<file path="src/rtl/deskew_pkg.sv">
// deskew_collector shared helpers.
// Counter/pointer widths and lane slicing.
package deskew_pkg;

  function automatic int cnt_w(input int n);
    return $clog2(n + 1);
  endfunction

  function automatic int ptr_w(input int n);
    return (n > 1) ? $clog2(n) : 1;
  endfunction

  function automatic int lane_lo(input int k, input int w);
    return k * w;
  endfunction

endpackage

</file>
<file path="src/rtl/deskew_lane.sv">
// Free-running register chain of STAGES words.
// STAGES = 0 degenerates to a wire.
module deskew_lane #(
  parameter int WIDTH  = 8,
  parameter int STAGES = 1
) (
  input  logic             clk,
  input  logic             rst_n,
  input  logic [WIDTH-1:0] d,
  output logic [WIDTH-1:0] q
);

  generate
    if (STAGES == 0) begin : g_wire
      logic unused_clk;
      assign unused_clk = clk ^ rst_n;
      assign q = d;
    end else begin : g_chain
      logic [WIDTH-1:0] r [STAGES];

      always_ff @(posedge clk or negedge rst_n) begin
        if (!rst_n) begin
          for (int i = 0; i < STAGES; i++)
            r[i] <= '0;
        end else begin
          r[0] <= d;
          for (int i = 1; i < STAGES; i++)
            r[i] <= r[i-1];
        end
      end

      assign q = r[STAGES-1];
    end
  endgenerate

endmodule

</file>
<file path="src/rtl/deskew_collector.sv">
// Realigns skewed lanes into whole words and
// queues them in a credit-guarded output FIFO.
module deskew_collector
  import deskew_pkg::*;
#(
  parameter int WIDTH     = 64,
  parameter int LANES     = 5,
  parameter int OUT_DEPTH = 2
) (
  input  logic                   clock_i,
  input  logic                   reset_n_i,
  input  logic                   valid_i,
  output logic                   ready_o,
  input  logic [LANES*WIDTH-1:0] a_i,
  output logic [LANES*WIDTH-1:0] s_o,
  output logic                   valid_o,
  input  logic                   ready_i,
  output logic                   overflow_o
);

  localparam int CW = cnt_w(OUT_DEPTH);
  localparam int PW = ptr_w(OUT_DEPTH);
  localparam int WW = LANES * WIDTH;

  logic          accept;
  logic          wr;
  logic          pop;
  logic [WW-1:0] aligned;
  logic [CW-1:0] in_flight;
  logic [CW-1:0] count;
  logic [CW:0]   load;
  logic [PW-1:0] wr_ptr;
  logic [PW-1:0] rd_ptr;
  logic [WW-1:0] mem [OUT_DEPTH];
  logic          overflow;

  function automatic logic [PW-1:0] nxt(
    input logic [PW-1:0] p
  );
    return (p == PW'(OUT_DEPTH - 1)) ? '0
                                     : p + 1'b1;
  endfunction

  genvar k;
  generate
    for (k = 0; k < LANES; k++) begin : g_lane
      deskew_lane #(
        .WIDTH (WIDTH),
        .STAGES(LANES - 1 - k)
      ) u_lane (
        .clk  (clock_i),
        .rst_n(reset_n_i),
        .d    (a_i[lane_lo(k, WIDTH) +: WIDTH]),
        .q    (aligned[lane_lo(k, WIDTH) +: WIDTH])
      );
    end
  endgenerate

  // Marker travels with lane 0 and fires on the
  // cycle the last lane arrives.
  deskew_lane #(
    .WIDTH (1),
    .STAGES(LANES - 1)
  ) u_mark (
    .clk  (clock_i),
    .rst_n(reset_n_i),
    .d    (accept),
    .q    (wr)
  );

  assign load    = {1'b0, in_flight} + {1'b0, count};
  assign ready_o = load < (CW+1)'(OUT_DEPTH);
  assign accept  = valid_i & ready_o;
  assign valid_o = count != '0;
  assign pop     = valid_o & ready_i;
  assign s_o     = mem[rd_ptr];

  assign overflow_o = overflow;

  always_ff @(posedge clock_i or negedge reset_n_i) begin
    if (!reset_n_i) begin
      in_flight <= '0;
    end else if (accept && !wr) begin
      in_flight <= in_flight + 1'b1;
    end else if (!accept && wr) begin
      in_flight <= in_flight - 1'b1;
    end
  end

  always_ff @(posedge clock_i or negedge reset_n_i) begin
    if (!reset_n_i) begin
      count <= '0;
    end else if (wr && !pop) begin
      count <= count + 1'b1;
    end else if (!wr && pop) begin
      count <= count - 1'b1;
    end
  end

  always_ff @(posedge clock_i or negedge reset_n_i) begin
    if (!reset_n_i) begin
      wr_ptr <= '0;
      rd_ptr <= '0;
      for (int i = 0; i < OUT_DEPTH; i++)
        mem[i] <= '0;
    end else begin
      if (wr) begin
        mem[wr_ptr] <= aligned;
        wr_ptr      <= nxt(wr_ptr);
      end
      if (pop)
        rd_ptr <= nxt(rd_ptr);
    end
  end

  always_ff @(posedge clock_i or negedge reset_n_i) begin
    if (!reset_n_i)
      overflow <= 1'b0;
    else if (valid_i && !ready_o)
      overflow <= 1'b1;
  end

endmodule
</file>
<file path="config.mk">
export PLATFORM = sky130hd
export DESIGN_NAME = deskew_collector
export DESIGN_NICKNAME = d
export VERILOG_FILES = /design/src/rtl/deskew_pkg.sv /design/src/rtl/deskew_lane.sv /design/src/rtl/deskew_collector.sv
export SDC_FILE = /design/constraint.sdc
export NUM_CORES = 1
export LEC_CHECK = 0
export CAP_MARGIN = 25
export CORE_UTILIZATION = 45
export DETAILED_ROUTE_END_ITERATION = 12
export GPL_TIMING_DRIVEN = 0
export PLACE_DENSITY = 0.7
export REMOVE_ABC_BUFFERS = 1
export SLEW_MARGIN = 10
export SYNTH_ARGS = -nofsm -noshare
export SYNTH_HDL_FRONTEND = slang
export SYNTH_SLANG_ARGS = --single-unit
</file>
<file path="constraint.sdc">
create_clock -name clock_i -period 3.2 [get_ports clock_i]
set_input_delay 0.48 -clock clock_i [delete_from_list [all_inputs] [get_ports clock_i]]
set_output_delay 0.48 -clock clock_i [all_outputs]
set_load 0.005 [all_outputs]
</file>
==> impl_results.md, run 1 <==
* Clock slew at reported path FFs at 0.06 ns
* Crit start category: register
* Critical Path AT at 2.63 ns
* Drt pass-1 iters at 4
* Core Util, Final at 59.3%
* CP max FO at 13
* Final setup fails at 0
* Row count at 114
* Post-Synth XOR/XNOR Area at less than 1%
* Mux contribution to synthesized area at 24.4%
* Period utilization at 97.3%
* Ys flop type: dfrtp_1
* Number of synthesized flops with an enable pin at 0
* Worst r2r path cells at 8
* Worst reg2reg startpoint: u_mark.q
* Via Count at 22259
* Worst slew margin at 42.5%
* Worst slack, placed at -0.394 ns
* Routed Antenna Nets at 0
* Synthesized netlist cell count at 2382
* Sinks on Clock Net at between 1000 and 1500
* IO Port Bufs at between 600 and 700
* Vias/cell at 4.93
* CTS H-tree lvls at 4
* Iteration-0 DRC Markers at 940
* Synth Area per Inst at 18.6 um2
* Area of the die at 0.0997 mm2
* Final RePlAce weighted congestion at about 0.77
* Cell taking the most area after synthesis: dfrtp_1
* Die Height at 316 um
* Synth cell types at 20
* Synth area leaders: dfrtp_1 (73%), mux2_2 (17%), mux2_1 (7.6%)
* Final nets at 3464
* Largest net degree at the start of global routing at 169
* Final worst setup slack at 0.0854 ns
* Async set or reset register ratio after synthesis at 100%
* Sequential area share after synthesis at between 70% and 80%
* Antenna violations before repair at 17
* Initial Util at 45.6%
* Pins over their slew limit at 0
* Pleak at approximately 25 nW
* Clk root buf: clkbuf_16
* Longest Clk Path Bufs at 3
* Hold Crit Class: input port to register
* PwrDens at 1020 mW/mm2
* Unrepaired setup endpoints after global routing: true
* Worst vdd ir at 0.000676 V
* Largest family of logic cells by synthesized area: multiplexers
* Cell Area, Synth at 0.0443 mm2
* Vias in the first global route at 25162
* WP data required at 2.72 ns
* Launch point of the worst path: rd_ptr
* Clock skew at 0.0185 ns
* Top-area cell type share of the netlist area at 72.9%
* Post-synthesis simple-gate area fraction at less than 1%
* First-pass GRT wire length at 145 mm
* Clk_lat worst skew at 0.72 ns
* Most frequent cell after synthesis: dfrtp_1
* Worst setup EP type: primary output
* Avg WL per Cell at 20.9 um
* Synth Area in Compound Gates at 0.0170%
* Synth Area in Adders at less than 1%
* Die W at 316 um
* Reg2reg setup slack at around 0.27 ns
* Setup Crit Path Kind: register to primary output
* Yosys warning total at 0
* Final Hold Viols at 0
* Max-cap violations at 0
* Drt drc at 0
* Area growth syn-to-layout at 30.1%
* Register bit total from synthesis at around 1300
* Area of the core at between 0.09 and 0.1 mm2
* Crit path capture: s_o[313]
* Dpl hpwl at 60.5 mm
* Routed WL at about 95 mm
* Fmax at 0.321 GHz
* Grt ovf at 0
* Post-synth top cells: dfrtp_1 (1291), mux2_2 (660), mux2_1 (300)
* Final Critical Period at 3.11 ns
* Fillers at 7028
* R2r endpoint: mem[569]
* CTS tree: done
* I/O pin cnt at 647
* Worst-Margin Slew at 0.860 ns
* CTS buffer count at about 130
* Total Routing Usage GR at a little under a fifth
* Fraction of layout cells with a size suffix above 1 at between 20 and 30%
* Status: finished clean
## logic make-up (layout without fill, tap and decap cells)
| family | Yosys count | in the layout |
|---|---|---|
| XOR/XNOR | 8 | 8 |
| AND/OR/NAND/NOR | 9 | 9 |
| other | 0 | 7 |
| multiplexers | 960 | 960 |
| adder cells (fa/ha/maj) | 3 | 3 |
| flip-flops | 1291 | 1291 |
| buffers and inverters | 110 | 964 |
| AO/OA/AOI/OAI | 1 | 1 |
## sequential cells by signal, indices dropped and copies added, names as in the netlist
register,flops
wr_ptr,1
mem,640
in_flight,2
u_mark.q,1
g_lane.u_lane.g_chain.r,384
g_lane.u_lane.q,256
rd_ptr,1
count,2
u_mark.g_chain.r,3
overflow_o,1
## through the flow
step | std cells | total power, mW | hold slack [ns] | cell area [um2] | setup TNS [ns]
floorplan | 2276 | 31.6 | 0.184 | 43300 | -4029.64
global placement | 4198 | 38.4 | 0.331 | 51400 | -
detailed placement | 4237 | 42.9 | 0.335 | 52400 | -62.45
CTS | 4508 | 59.4 | 0.109 | 57500 | -0.00815
global route | 4519 | 61.6 | 0.124 | 57600 | -0.0523
finish | 4519 | 58.6 | 0.180 | 57600 | 0
## worst min-delay path by stage
stage                                          from                         endpoint  slack, ns  cells past startpoint
global placement     g_lane[0].u_lane.g_chain.r[68]            g_lane[0].u_lane.q[4]       0.33                      0
detailed placement  g_lane[0].u_lane.g_chain.r[183]  g_lane[0].u_lane.g_chain.r[119]       0.33                      0
floorplan                                 reset_n_i                         count[0]       0.18                      0
global route                               a_i[105]  g_lane[1].u_lane.g_chain.r[169]       0.12                      1
CTS                                        a_i[105]  g_lane[1].u_lane.g_chain.r[169]       0.11                      1
finish                                     a_i[143]   g_lane[2].u_lane.g_chain.r[79]       0.18                      1
## worst max-delay path, cell delays in order (launching register included)
cell	delay, ns
dfrtp_4	0.50
buf_8	0.15
buf_16	0.15
buf_16	0.16
buf_4	0.16
buf_16	0.15
mux2_2	0.31
dlygate4sd2_1	0.29
## metal layers
layer  global-route usage (%)  up-vias  wire length, um
met5                        0        -               93
met4                     8.55       14             3560
met3                     5.10      202             5260
met2                     32.7      532            49000
met1                     22.6    11733            36700
li1                         -     9778                -
## final cells by class
type / count / area [um2] / area share [%]
multi-input cells: 981 / 11000 / 19.1
well taps: 1276 / 1600 / 2.77
repair buffers: 727 / 8090 / 14.0
clock inverters: 54 / 802 / 1.39
flip-flops and latches: 1291 / 32300 / 56.1
inverters: 4 / 15.0 / 0.0261
diodes: 7 / 17.5 / 0.0304
clock buffers: 179 / 3780 / 6.56
## repair_timing
action | 4_1_cts | 5_1_grt
endpoints found under the setup margin | 225 | 198
hold buffers | 2 | 0
hold endpoints to repair | 104 | 0
pin swaps | 0 | 0
gates cloned | 16 | 1
setup buffers | 20 | 4
resized for setup | 147 | 12
## where the power goes
part / switching (mW) / internal (mW)
clock network: 6.36 / 9.50
registers: 2.14 / 21.0
logic: 7.46 / 12.2
total: 16.0 / 42.6
## cell usage in the layout (no fill, tap or decap), types with 18 or more instances in the layout
| master | n |
|---|---|
| dfrtp_1 | 1290 |
| mux2_2 | 656 |
| clkdlybuf4s50_1 | 505 |
| mux2_1 | 300 |
| clkbuf_16 | 135 |
| dlygate4sd2_1 | 130 |
| buf_16 | 39 |
| clkbuf_8 | 26 |
| clkinv_2 | 20 |
| clkbuf_1 | 19 |
| buf_4 | 18 |
Note: power is estimated with default switching activity, not from simulation.
==> run 2: changes to the inputs <==
- ABC_AREA: unset -> 0
- GPL_ROUTABILITY_DRIVEN: unset -> 1
==> results of run 2 <==
Same layout as run 1: the final DEF is identical, and so are final timing and power.
